[src/rtl/seg7_scan_driver.sv]
// Time-multiplexed common-anode seven-segment driver with per-slot blanking gap.
// Optional leading-zero suppression: define SEG7_SCAN_LZ_SUPPRESS_EN.
module seg7_scan_driver #(
    parameter int unsigned N_DIGITS     = 4,
    parameter int unsigned SCAN_DIV     = 50000,
    parameter int unsigned BLANK_CYCLES = 500
) (
    input  logic                    clk,
    input  logic                    rst,
    input  logic [4*N_DIGITS-1:0]   value,
    input  logic [N_DIGITS-1:0]     dp_in,
    input  logic [N_DIGITS-1:0]     digit_en,
    input  logic                    load,
    output logic [0:6]              seg_out,
    output logic                    dp_out,
    output logic [N_DIGITS-1:0]     an_out
);

    localparam int unsigned CNT_W = (SCAN_DIV > 1) ? $clog2(SCAN_DIV) : 1;
    localparam int unsigned IDX_W = (N_DIGITS > 1) ? $clog2(N_DIGITS) : 1;

    logic [CNT_W-1:0]        cnt;
    logic [IDX_W-1:0]        idx;
    logic [4*N_DIGITS-1:0]   val_q;
    logic [N_DIGITS-1:0]     dp_q;
    logic [N_DIGITS-1:0]     lz_sup;

    logic [N_DIGITS-1:0]     an_d;
    logic [6:0]              seg_d;
    logic                    dp_d;
    logic [3:0]              nib;

    // Hex nibble to active-low a..g pattern (a is the MSB of the returned value).
    function automatic logic [6:0] seg_code(input logic [3:0] n);
        case (n)
            4'h0: seg_code = 7'h01;
            4'h1: seg_code = 7'h4f;
            4'h2: seg_code = 7'h12;
            4'h3: seg_code = 7'h06;
            4'h4: seg_code = 7'h4c;
            4'h5: seg_code = 7'h24;
            4'h6: seg_code = 7'h20;
            4'h7: seg_code = 7'h0f;
            4'h8: seg_code = 7'h00;
            4'h9: seg_code = 7'h0c;
            4'ha: seg_code = 7'h08;
            4'hb: seg_code = 7'h60;
            4'hc: seg_code = 7'h31;
            4'hd: seg_code = 7'h42;
            4'he: seg_code = 7'h30;
            default: seg_code = 7'h38;
        endcase
    endfunction

    // Prescaler and digit index; idx steps when cnt wraps.
    always_ff @(posedge clk or posedge rst) begin
        if (rst) begin
            cnt <= '0;
            idx <= '0;
        end else if (cnt == CNT_W'(SCAN_DIV - 1)) begin
            cnt <= '0;
            idx <= (idx == IDX_W'(N_DIGITS - 1)) ? '0 : idx + IDX_W'(1);
        end else begin
            cnt <= cnt + CNT_W'(1);
        end
    end

    // Shadow registers; the display never looks at the live value/dp inputs.
    always_ff @(posedge clk or posedge rst) begin
        if (rst) begin
            val_q <= '0;
            dp_q  <= '0;
        end else if (load) begin
            val_q <= value;
            dp_q  <= dp_in;
        end
    end

`ifdef SEG7_SCAN_LZ_SUPPRESS_EN
    // A digit above 0 is dark when it and every more significant nibble is zero.
    always_comb begin
        logic zero_run;
        lz_sup   = '0;
        zero_run = 1'b1;
        for (int k = N_DIGITS - 1; k >= 1; k--) begin
            zero_run  = zero_run & (val_q[4*k +: 4] == 4'h0);
            lz_sup[k] = zero_run;
        end
    end
`else
    assign lz_sup = '0;
`endif

    always_comb begin
        an_d  = '1;
        seg_d = 7'h7f;
        dp_d  = 1'b1;
        nib   = val_q[idx*4 +: 4];
        if (cnt >= CNT_W'(BLANK_CYCLES)) begin
            an_d[idx] = ~digit_en[idx];
            seg_d     = lz_sup[idx] ? 7'h7f : seg_code(nib);
            // A disabled digit keeps its decimal point dark as well.
            dp_d      = ~(dp_q[idx] & digit_en[idx]);
        end
    end

    always_ff @(posedge clk or posedge rst) begin
        if (rst) begin
            an_out  <= '1;
            seg_out <= 7'h7f;
            dp_out  <= 1'b1;
        end else begin
            an_out  <= an_d;
            seg_out <= seg_d;
            dp_out  <= dp_d;
        end
    end

endmodule
[config.mk]
export PLATFORM = sky130hd
export DESIGN_NAME = seg7_scan_driver
export DESIGN_NICKNAME = d
export VERILOG_FILES = /design/src/rtl/seg7_scan_driver.sv
export SDC_FILE = /design/constraint.sdc
export NUM_CORES = 1
export LEC_CHECK = 0
export CORE_MARGIN = 2
export CORE_UTILIZATION = 64
export DETAILED_ROUTE_END_ITERATION = 8
export DONT_BUFFER_PORTS = 1
export GPL_TIMING_DRIVEN = 0
export PLACE_DENSITY = 0.9
export SLEW_MARGIN = 20
export SYNTH_ARGS = -nofsm -noshare
export SYNTH_HDL_FRONTEND = slang
export SYNTH_SLANG_ARGS = --single-unit
export TNS_END_PERCENT = 100
[constraint.sdc]
create_clock -name clk -period 6.7 [get_ports clk]
set_clock_uncertainty 0.15 [all_clocks]
set_input_delay 2.01 -clock clk [delete_from_list [all_inputs] [get_ports clk]]
set_output_delay 2.01 -clock clk [all_outputs]
set_load 0.005 [all_outputs]
==> impl_metrics.yaml, run 1 <==
min_path:
  worstHoldStart: "dp_q[1]"
  hold-path-cell-count: 1
  timing.hold.worst_endpoint: "dp_q[1]"
  min-delay-path-class: "reg -> reg"
critical_path:
  r2r_slack_ns: 4.17
  path_class: "reg -> out"
  reg2reg_from: "idx[0]"
  setup_crit_end_kind: "output port"
  critPathRequiredTime_ns: 4.54
  timing.reg2reg.worst_path_depth: 7
  critical_path.startpoint_type: "flop"
  critical_path.reg2reg.endpoint: "seg_out[3]"
  critical_path.max_fanout: 1
  critPathArrivalTime_ns: 0.85
timing:
  timing.final.crit_share_pct: 44.94
  setup_viol_count_final: 0
  setup_repair_after_global_routing_missed_its_margin: "false"
  tns_ns: 0
  final.setup.worst_slack_ns: 3.689
  slew-limit-headroom_pct: 56.87
  period_needed_ns: 3.011
  final-hold-violation-count: 0
  maxSlewViolCount: 0
  measured_slew_at_the_worst_slew_check_pin_ns: 0.6420
  max_fclk_mhz: 332.1
synthesis:
  synth-edff-count: 0
  ys_ff_latch: 50
  yosys_warnings: 0
  syn-num-nets: 234
  synth.distinct_cells: 41
  ys.flop_type: "sky130_fd_sc_hd__dfrtp_1"
  synth_async_sr_flop_share_pct: 100.0
  mappedNetlistArea_um2: 2459
  synth.avg_cell_area_um2: 12.61
  synth_cells: 195
  synth-seq-area-share_pct: 51.50
floorplanning:
  placeableCoreArea_um2: 3689
  io_pins: 39
  die_area_um2: 4353
  placement_rows: 22
  dieHeight_um: 65.98
  chipWidth_um: 65.98
  initial_utilization_pct: 66.66
cts:
  cts_repair_resize_count: 0
  cts.htree.levels: 2
  hold_buffers: 0
  ctsRootBufferMaster: "sky130_fd_sc_hd__clkbuf_8"
  clock_insertion_delay_worst_skew_ns: 0.31
  cts_inserted_buffers: 5
  clk_path_buf_depth: 2
  clk_pin_slew_ns: 0.10
  cts_setup_buffers: 0
  cts_tree: "built"
  cts.sink_count: 50
power:
  power.density_cell_area_nw_per_um2: 224.8
  leakage_nw: 1.138
  power.ir.vdd_worst_mv: 0.1905
routing:
  drc_markers: 0
  final_antenna_net_count: 0
  mean_routed_wirelength_per_cell_um: 18.77
  dr_total_vias: 1558
  detail_route.vias_per_cell: 6.183
  dr.first_iter.drc_count: 148
  drt_first_pass_iters: 4
  wire_length_reported_by_the_detailed_router_um: 4731
layout:
  area_added_between_synthesis_and_finish_pct: 7.990
  nNetsFinal: 242
  finalNonFillerCells: 252
  antennaDiodeCount: 0
  final_util_pct: 71.98
  drive_above_1_share_pct: 25.49
placed_design:
  cell_count_post_placement: 244
  dp_slack_ns: 3.578
  gpl.final_weighted_congestion: 0.8626
  dp_hpwl_um: 3483
  port-buffer-count: 0
grt:
  globalRoute.totalOverflow: 0
  global_route_wire_length_before_repair_um: 7969
  grt_pass1_vias: 1662
  antenna_found_initial: 0
  grt_max_degree: 31
  grt_usage_pct: 24.93
job:
  drv_cap: 0
outcome:
  status: "completed"
## registers in the layout, indices dropped and copies added (netlist names)
name and cells:
cnt 16, dp_q 4, an_out 4, seg_out 7, dp_out 1, idx 2
val_q 16
## placed cells by master, fill, tap and decap left out, types with 4 or more instances in the layout
cell and count:
sky130_fd_sc_hd__xnor2_1 5, sky130_fd_sc_hd__nor3_1 4, sky130_fd_sc_hd__ha_1 12, sky130_fd_sc_hd__clkbuf_8 5, sky130_fd_sc_hd__nor2_1 10, sky130_fd_sc_hd__nand2_1 11
sky130_fd_sc_hd__mux2i_1 6, sky130_fd_sc_hd__inv_1 6, sky130_fd_sc_hd__dfrtp_1 38, sky130_fd_sc_hd__mux2_2 21, sky130_fd_sc_hd__xor2_1 6, sky130_fd_sc_hd__o21ai_1 4
sky130_fd_sc_hd__dfstp_2 12, sky130_fd_sc_hd__nand3_1 9
## layer usage
layer | share of wire, % | wire (um) | global-route usage, %
met1 | 40 | 1908 | 29.38
met2 | 52 | 2451 | 42.68
met3 | 5.2 | 244 | 7.836
met4 | 2.6 | 125 | 9.439
met5 | 0 | 0 | 0
## power by group
| group | switching (mW) | leakage [nW] | internal, mW |
|---|---|---|---|
| Clock | 0.104 | 0.0591 | 0.114 |
| Sequential | 0.00686 | 0.597 | 0.314 |
| Combinational | 0.0311 | 0.481 | 0.0274 |
| Total | 0.142 | 1.14 | 0.455 |
## stage by stage
step                total power, mW  hold slack [ns]  area, um^2
finish                       0.5969           0.3550        2655
global route                 0.6220           0.3802        2655
CTS                          0.6006           0.3587        2655
detailed placement           0.3852           0.3383        2539
global placement             0.3761           0.3301        2519
floorplan                    0.3699           0.3117        2459
## cells by family after synthesis
family	count (synthesis)	synth area share [%]
and+or+nand+nor	55	12.06
xor gates and xnor gates	11	3.918
adders and majority gates	12	6.107
buffers and inverters	14	2.799
DFF	50	51.50
AOI/OAI and AO/OA	20	5.598
muxes	33	18.02
## worst max-delay path by stage
| stage | cells past startpoint | end | start | slack, ns |
|---|---|---|---|---|
| floorplan | 1 | cnt[0] | rst | 3.36 |
| CTS | 0 | an_out[2] | an_out[2] | 3.68 |
| global route | 0 | an_out[2] | an_out[2] | 3.66 |
| global placement | 1 | val_q[1] | rst | 3.03 |
| finish | 0 | an_out[2] | an_out[2] | 3.69 |
| detailed placement | 2 | val_q[2] | load | 3.58 |
## Yosys cell counts, types with 3 or more instances
| master | count | area (um^2) |
|---|---|---|
| sky130_fd_sc_hd__dfstp_2 | 12 | 315.3 |
| sky130_fd_sc_hd__mux2i_1 | 6 | 60.06 |
| sky130_fd_sc_hd__xor2_1 | 6 | 52.55 |
| sky130_fd_sc_hd__nand4_1 | 3 | 18.77 |
| sky130_fd_sc_hd__o21ai_1 | 4 | 20.02 |
| sky130_fd_sc_hd__nor2_1 | 10 | 37.54 |
| sky130_fd_sc_hd__a221o_1 | 3 | 30.03 |
| sky130_fd_sc_hd__dfrtp_1 | 38 | 950.9 |
| sky130_fd_sc_hd__mux4_2 | 3 | 67.56 |
| sky130_fd_sc_hd__mux2_2 | 21 | 236.5 |
| sky130_fd_sc_hd__inv_1 | 7 | 26.28 |
| sky130_fd_sc_hd__nor3b_1 | 3 | 22.52 |
| sky130_fd_sc_hd__clkbuf_1 | 3 | 11.26 |
| sky130_fd_sc_hd__nor3_1 | 4 | 20.02 |
| sky130_fd_sc_hd__o21ai_0 | 3 | 15.01 |
| sky130_fd_sc_hd__ha_1 | 12 | 150.1 |
| sky130_fd_sc_hd__a21oi_1 | 3 | 15.01 |
| sky130_fd_sc_hd__xnor2_1 | 5 | 43.79 |
| sky130_fd_sc_hd__nor2b_1 | 3 | 18.77 |
| sky130_fd_sc_hd__nand2_1 | 11 | 41.29 |
| sky130_fd_sc_hd__nand3_1 | 9 | 45.04 |
| sky130_fd_sc_hd__mux4_1 | 3 | 78.83 |
## final cells by class
class / count / area [um^2]
well taps: 48 / 60.06
clock buffers: 5 / 68.82
fillers: 246 / 1033
repair buffers: 1 / 20.02
inverters: 8 / 30.03
clock inverters: 3 / 47.55
plain buffers: 6 / 38.79
multi-input cells: 131 / 1124
flip-flops and latches: 50 / 1266
No activity file was read; power rests on OpenSTA's default activity.
==> inputs of run 2 (changes only) <==
CORE_UTILIZATION = 62   (was 64)
PLACE_DENSITY = 0.88   (was 0.9)
clock period = 3.1 ns   (was 6.7 ns; I/O delays follow)
==> impl_metrics.yaml, run 2 (synthesis gave the netlist of run 1 again) <==
critical_path:
  slowest_delay_ns: 0.70
  timing.reg2reg.worst_path_depth: 7
  crit_cells: 7
  critPathTopFamily: "multiplexers"
  critical_path.startpoint_type: "flop"
  critical_path.max_fanout: 7
  setup_crit_end_kind: "flop"
  crit_path_top_delay_cell: "sky130_fd_sc_hd__mux4_1"
  critPathArrivalTime_ns: 2.56
  path_class: "reg -> reg"
  crit_chain: "buf_6, mux4_1, inv_1, ha_1, nor2b_1, a211oi_1, o31ai_1"
  critPathRequiredTime_ns: 3.15
  critical_path.n_buffers_inverters: 2
routing:
  drt_first_pass_iters: 4
  detail_route.vias_per_cell: 6.187
  mean_routed_wirelength_per_cell_um: 18.81
  drc_markers: 0
  wire_length_reported_by_the_detailed_router_um: 4741
  final_antenna_net_count: 0
  dr.first_iter.drc_count: 80
  dr_total_vias: 1559
grt:
  grt_usage_pct: 24.94
  global_route_wire_length_before_repair_um: 8045
  grt_max_degree: 30
  globalRoute.totalOverflow: 0
  antenna_found_initial: 0
  grt_pass1_vias: 1653
timing:
  tns_ns: 0
  max_fclk_mhz: 398.1
  period_needed_ns: 2.512
  slew-limit-headroom_pct: 62.38
  maxSlewViolCount: 0
  measured_slew_at_the_worst_slew_check_pin_ns: 0.5643
  setup_viol_count_final: 0
  timing.final.crit_share_pct: 81.04
  setup_repair_after_global_routing_missed_its_margin: "false"
  final-hold-violation-count: 0
layout:
  reg.largest.list: "cnt (16), val_q (16), seg_out (7)"
  layout_common_cells: "38 x sky130_fd_sc_hd__dfrtp_1, 21 x sky130_fd_sc_hd__mux2_2, 12 x sky130_fd_sc_hd__ha_1, 12 x sky130_fd_sc_hd__dfstp_2, 11 x sky130_fd_sc_hd__nand2_1"
  area_added_between_synthesis_and_finish_pct: 7.583
  antennaDiodeCount: 0
  layout_commonest_cell: "sky130_fd_sc_hd__dfrtp_1"
  drive_above_1_share_pct: 24.51
  nNetsFinal: 242
cts:
  cts_tree: "built"
  ctsRootBufferMaster: "sky130_fd_sc_hd__clkbuf_8"
  cts_repair_resize_count: 0
  hold_buffers: 0
  cts_inserted_buffers: 5
  cts_setup_buffers: 0
  cts.sink_count: 50
  clk_pin_slew_ns: 0.09
  cts.htree.levels: 2
  clk_path_buf_depth: 2
  clock_insertion_delay_worst_skew_ns: 0.30
floorplanning:
  placeableCoreArea_um2: 3744
  chipWidth_um: 66.97
  placement_rows: 22
  dieHeight_um: 66.97
  die_area_um2: 4485
  initial_utilization_pct: 65.68
  io_pins: 39
power:
  power.density_cell_area_nw_per_um2: 479.6
  leakage_nw: 1.131
  power.ir.vdd_worst_mv: 0.3128
  design_power_total_mw: 1.269
placed_design:
  port-buffer-count: 0
  dp_hpwl_um: 3514
  gpl.final_weighted_congestion: 0.8279
min_path:
  min-delay-path-class: "in -> async"
job:
  drv_cap: 0
outcome:
  status: "completed"
[run 2: path summary, 6_finish.rpt]
check | start | to | slack (ns)
max | idx[0] | seg_out[3] | 0.59
min | rst | val_q[7] | 0.37
max reg2reg | idx[0] | seg_out[3] | 0.59
min reg2reg | dp_q[3] | dp_q[3] | 0.37
max in group asynchronous | rst | dp_out | 1.85
min in group clk | dp_q[3] | dp_q[3] | 0.37
[run 2: cell type report]
class                   instances  area, um^2
flip-flops and latches         50        1266
multi-input cells             131        1124
fillers                       276        1099
clock buffers                   7       76.32
well taps                      48       60.06
plain buffers                   6       38.79
clock inverters                 1       30.03
inverters                       8       30.03
repair buffers                  1       20.02
[run 2: layer usage]
metal	up-vias	GRT usage (%)	share of wire (%)
met1	768	30.67	41
met5	-	0	0
li1	713	-	-
met3	9	6.926	6.3
met4	0	10.46	1.6
met2	69	41.25	51
[run 2: power breakdown]
part	internal (mW)	total, mW	switching, mW
clock network	0.242	0.446	0.205
logic	0.0590	0.127	0.0680
registers	0.679	0.695	0.0164
[run 2: stage by stage]
stage	worst slack (ns)	std cells	utilization, %	area [um^2]	hold WS, ns
6_report	0.5879	252	70.66	2645	0.3667
3_3_place_gp	0.4682	243	67.28	2519	0.3285
2_1_floorplan	0.8387	195	-	2459	0.3117
3_5_place_dp	0.6468	244	67.81	2539	0.3496
5_1_grt	0.4221	252	70.66	2645	0.3888
4_1_cts	0.6343	252	70.66	2645	0.3686
==> inputs of run 3 (changes only) <==
clock period = 2.5 ns   (was 3.1 ns; I/O delays follow)
==> impl_metrics.yaml, run 3 (synthesis gave the netlist of run 1 again) <==
floorplanning:
  placeableCoreArea_um2: 3744
  dieHeight_um: 66.97
  die_area_um2: 4485
  io_pins: 39
  initial_utilization_pct: 65.68
  placement_rows: 22
  chipWidth_um: 66.97
placed_design:
  port-buffer-count: 0
  gpl.final_weighted_congestion: 0.8279
  dp_hpwl_um: 3514
  dp_slack_ns: 0.04681
layout:
  layout_common_cells: "38 x sky130_fd_sc_hd__dfrtp_1, 21 x sky130_fd_sc_hd__mux2_2, 12 x sky130_fd_sc_hd__ha_1, 12 x sky130_fd_sc_hd__dfstp_2, 11 x sky130_fd_sc_hd__nand2_1"
  drive_above_1_share_pct: 25.37
  nNetsFinal: 243
  layout_commonest_cell: "sky130_fd_sc_hd__dfrtp_1"
  antennaDiodeCount: 0
  filler_cell_count: 278
  reg.largest.list: "cnt (16), val_q (16), seg_out (7)"
  area_added_between_synthesis_and_finish_pct: 7.735
timing:
  maxSlewViolCount: 0
  slew-limit-headroom_pct: 62.70
  measured_slew_at_the_worst_slew_check_pin_ns: 0.5595
  final.setup.worst_slack_ns: 0.1855
  tns_ns: 0
  setup_repair_after_global_routing_missed_its_margin: "false"
  timing.final.crit_share_pct: 92.58
  max_fclk_mhz: 432.1
  final-hold-violation-count: 0
  period_needed_ns: 2.314
  setup_viol_count_final: 0
power:
  power.internal_mw: 1.216
  power.density_cell_area_nw_per_um2: 595.6
  power.net_switching_mw: 0.3612
  design_power_total_mw: 1.578
  p_clk_share_pct: 35.2
  netSwitchingFraction_pct: 22.90
  combPwrFrac_pct: 10.2
  sequentialPowerShare_pct: 54.7
  power.ir.vdd_worst_mv: 0.3885
  leakage_nw: 1.133
job:
  drv_cap: 0
grt:
  grt_pass1_vias: 1653
  global_route_wire_length_before_repair_um: 8045
  grt_max_degree: 30
  grt_usage_pct: 24.94
  antenna_found_initial: 0
  globalRoute.totalOverflow: 0
min_path:
  min-delay-path-class: "in -> async"
cts:
  clk_pin_slew_ns: 0.09
  cts.htree.levels: 2
  clk_path_buf_depth: 2
  cts_tree: "built"
  cts_inserted_buffers: 5
  cts.sink_count: 50
  ctsRootBufferMaster: "sky130_fd_sc_hd__clkbuf_8"
  clock_insertion_delay_worst_skew_ns: 0.30
  hold_buffers: 0
critical_path:
  critical_path.startpoint_type: "flop"
  critical_path.max_fanout: 7
  critPathRequiredTime_ns: 2.55
  critPathArrivalTime_ns: 2.36
  path_class: "reg -> reg"
  setup_crit_end_kind: "flop"
  r2r_slack_ns: 0.19
routing:
  wire_length_reported_by_the_detailed_router_um: 4787
  mean_routed_wirelength_per_cell_um: 18.92
  dr.first_iter.drc_count: 106
  dr_total_vias: 1566
  detail_route.vias_per_cell: 6.190
  drt_first_pass_iters: 4
  drc_markers: 0
  final_antenna_net_count: 0
outcome:
  status: "completed"
-- run 3: layout make-up --
cell class,instances,area (um^2),share of cell area (%)
timing repair buffer,2,27.53,1.039
multi-input combinational,131,1120,42.28
inverter,8,30.03,1.134
tap,48,60.06,2.267
clock inverter,1,30.03,1.134
sequential,50,1266,47.80
buffer,6,38.79,1.464
clock buffer,7,76.32,2.881
-- run 3: per-layer routing --
layer / global-route usage [%] / vias up / share of wire, %
li1: - / 713 / -
met1: 30.67 / 781 / 41
met2: 41.25 / 61 / 51
met3: 6.926 / 11 / 5.9
met4: 10.46 / 0 / 1.6
met5: 0 / - / 0
-- run 3: worst max-delay path, cell delays in order, from the launching register on --
cell and delay (ns):
sky130_fd_sc_hd__dfrtp_1 0.41, sky130_fd_sc_hd__buf_6 0.17, sky130_fd_sc_hd__mux4_2 0.57, sky130_fd_sc_hd__inv_2 0.12
sky130_fd_sc_hd__ha_1 0.29, sky130_fd_sc_hd__nor2b_1 0.14, sky130_fd_sc_hd__a211oi_1 0.07, sky130_fd_sc_hd__o31ai_1 0.31
-- run 3: power groups by stage --
stage          registers [mW]  clock network [mW]  logic, mW
4_1_cts                 0.861               0.559      0.157
3_5_place_dp            0.877                   0      0.155
6_report                0.863               0.555      0.160
2_1_floorplan           0.867                   0      0.124
5_1_grt                 0.866               0.597      0.174
3_3_place_gp            0.872                   0      0.137
-- run 3: worst paths after layout --
kind	start	cells after the start	to
min	rst	1	val_q[0]
min in group clk	dp_q[0]	1	dp_q[0]
min reg2reg	dp_q[0]	1	dp_q[0]
max reg2reg	idx[0]	7	seg_out[3]
max	idx[0]	7	seg_out[3]
max in group asynchronous	rst	2	dp_out
-- run 3: what timing repair did --
item	CTS	global route
setup endpoints to repair	0	1
gates resized for setup	0	1
setup buffers	0	1
-- run 3: through the flow --
| stage | cells | hold WS (ns) | util (%) | area, um^2 |
|---|---|---|---|---|
| 3_5_place_dp | 244 | 0.3496 | 67.81 | 2539 |
| 6_report | 253 | 0.1890 | 70.76 | 2649 |
| 4_1_cts | 252 | 0.1979 | 70.66 | 2645 |
| 2_1_floorplan | 195 | 0.3117 | - | 2459 |
| 5_1_grt | 253 | 0.2203 | 70.76 | 2649 |
| 3_3_place_gp | 243 | 0.3285 | 67.28 | 2519 |
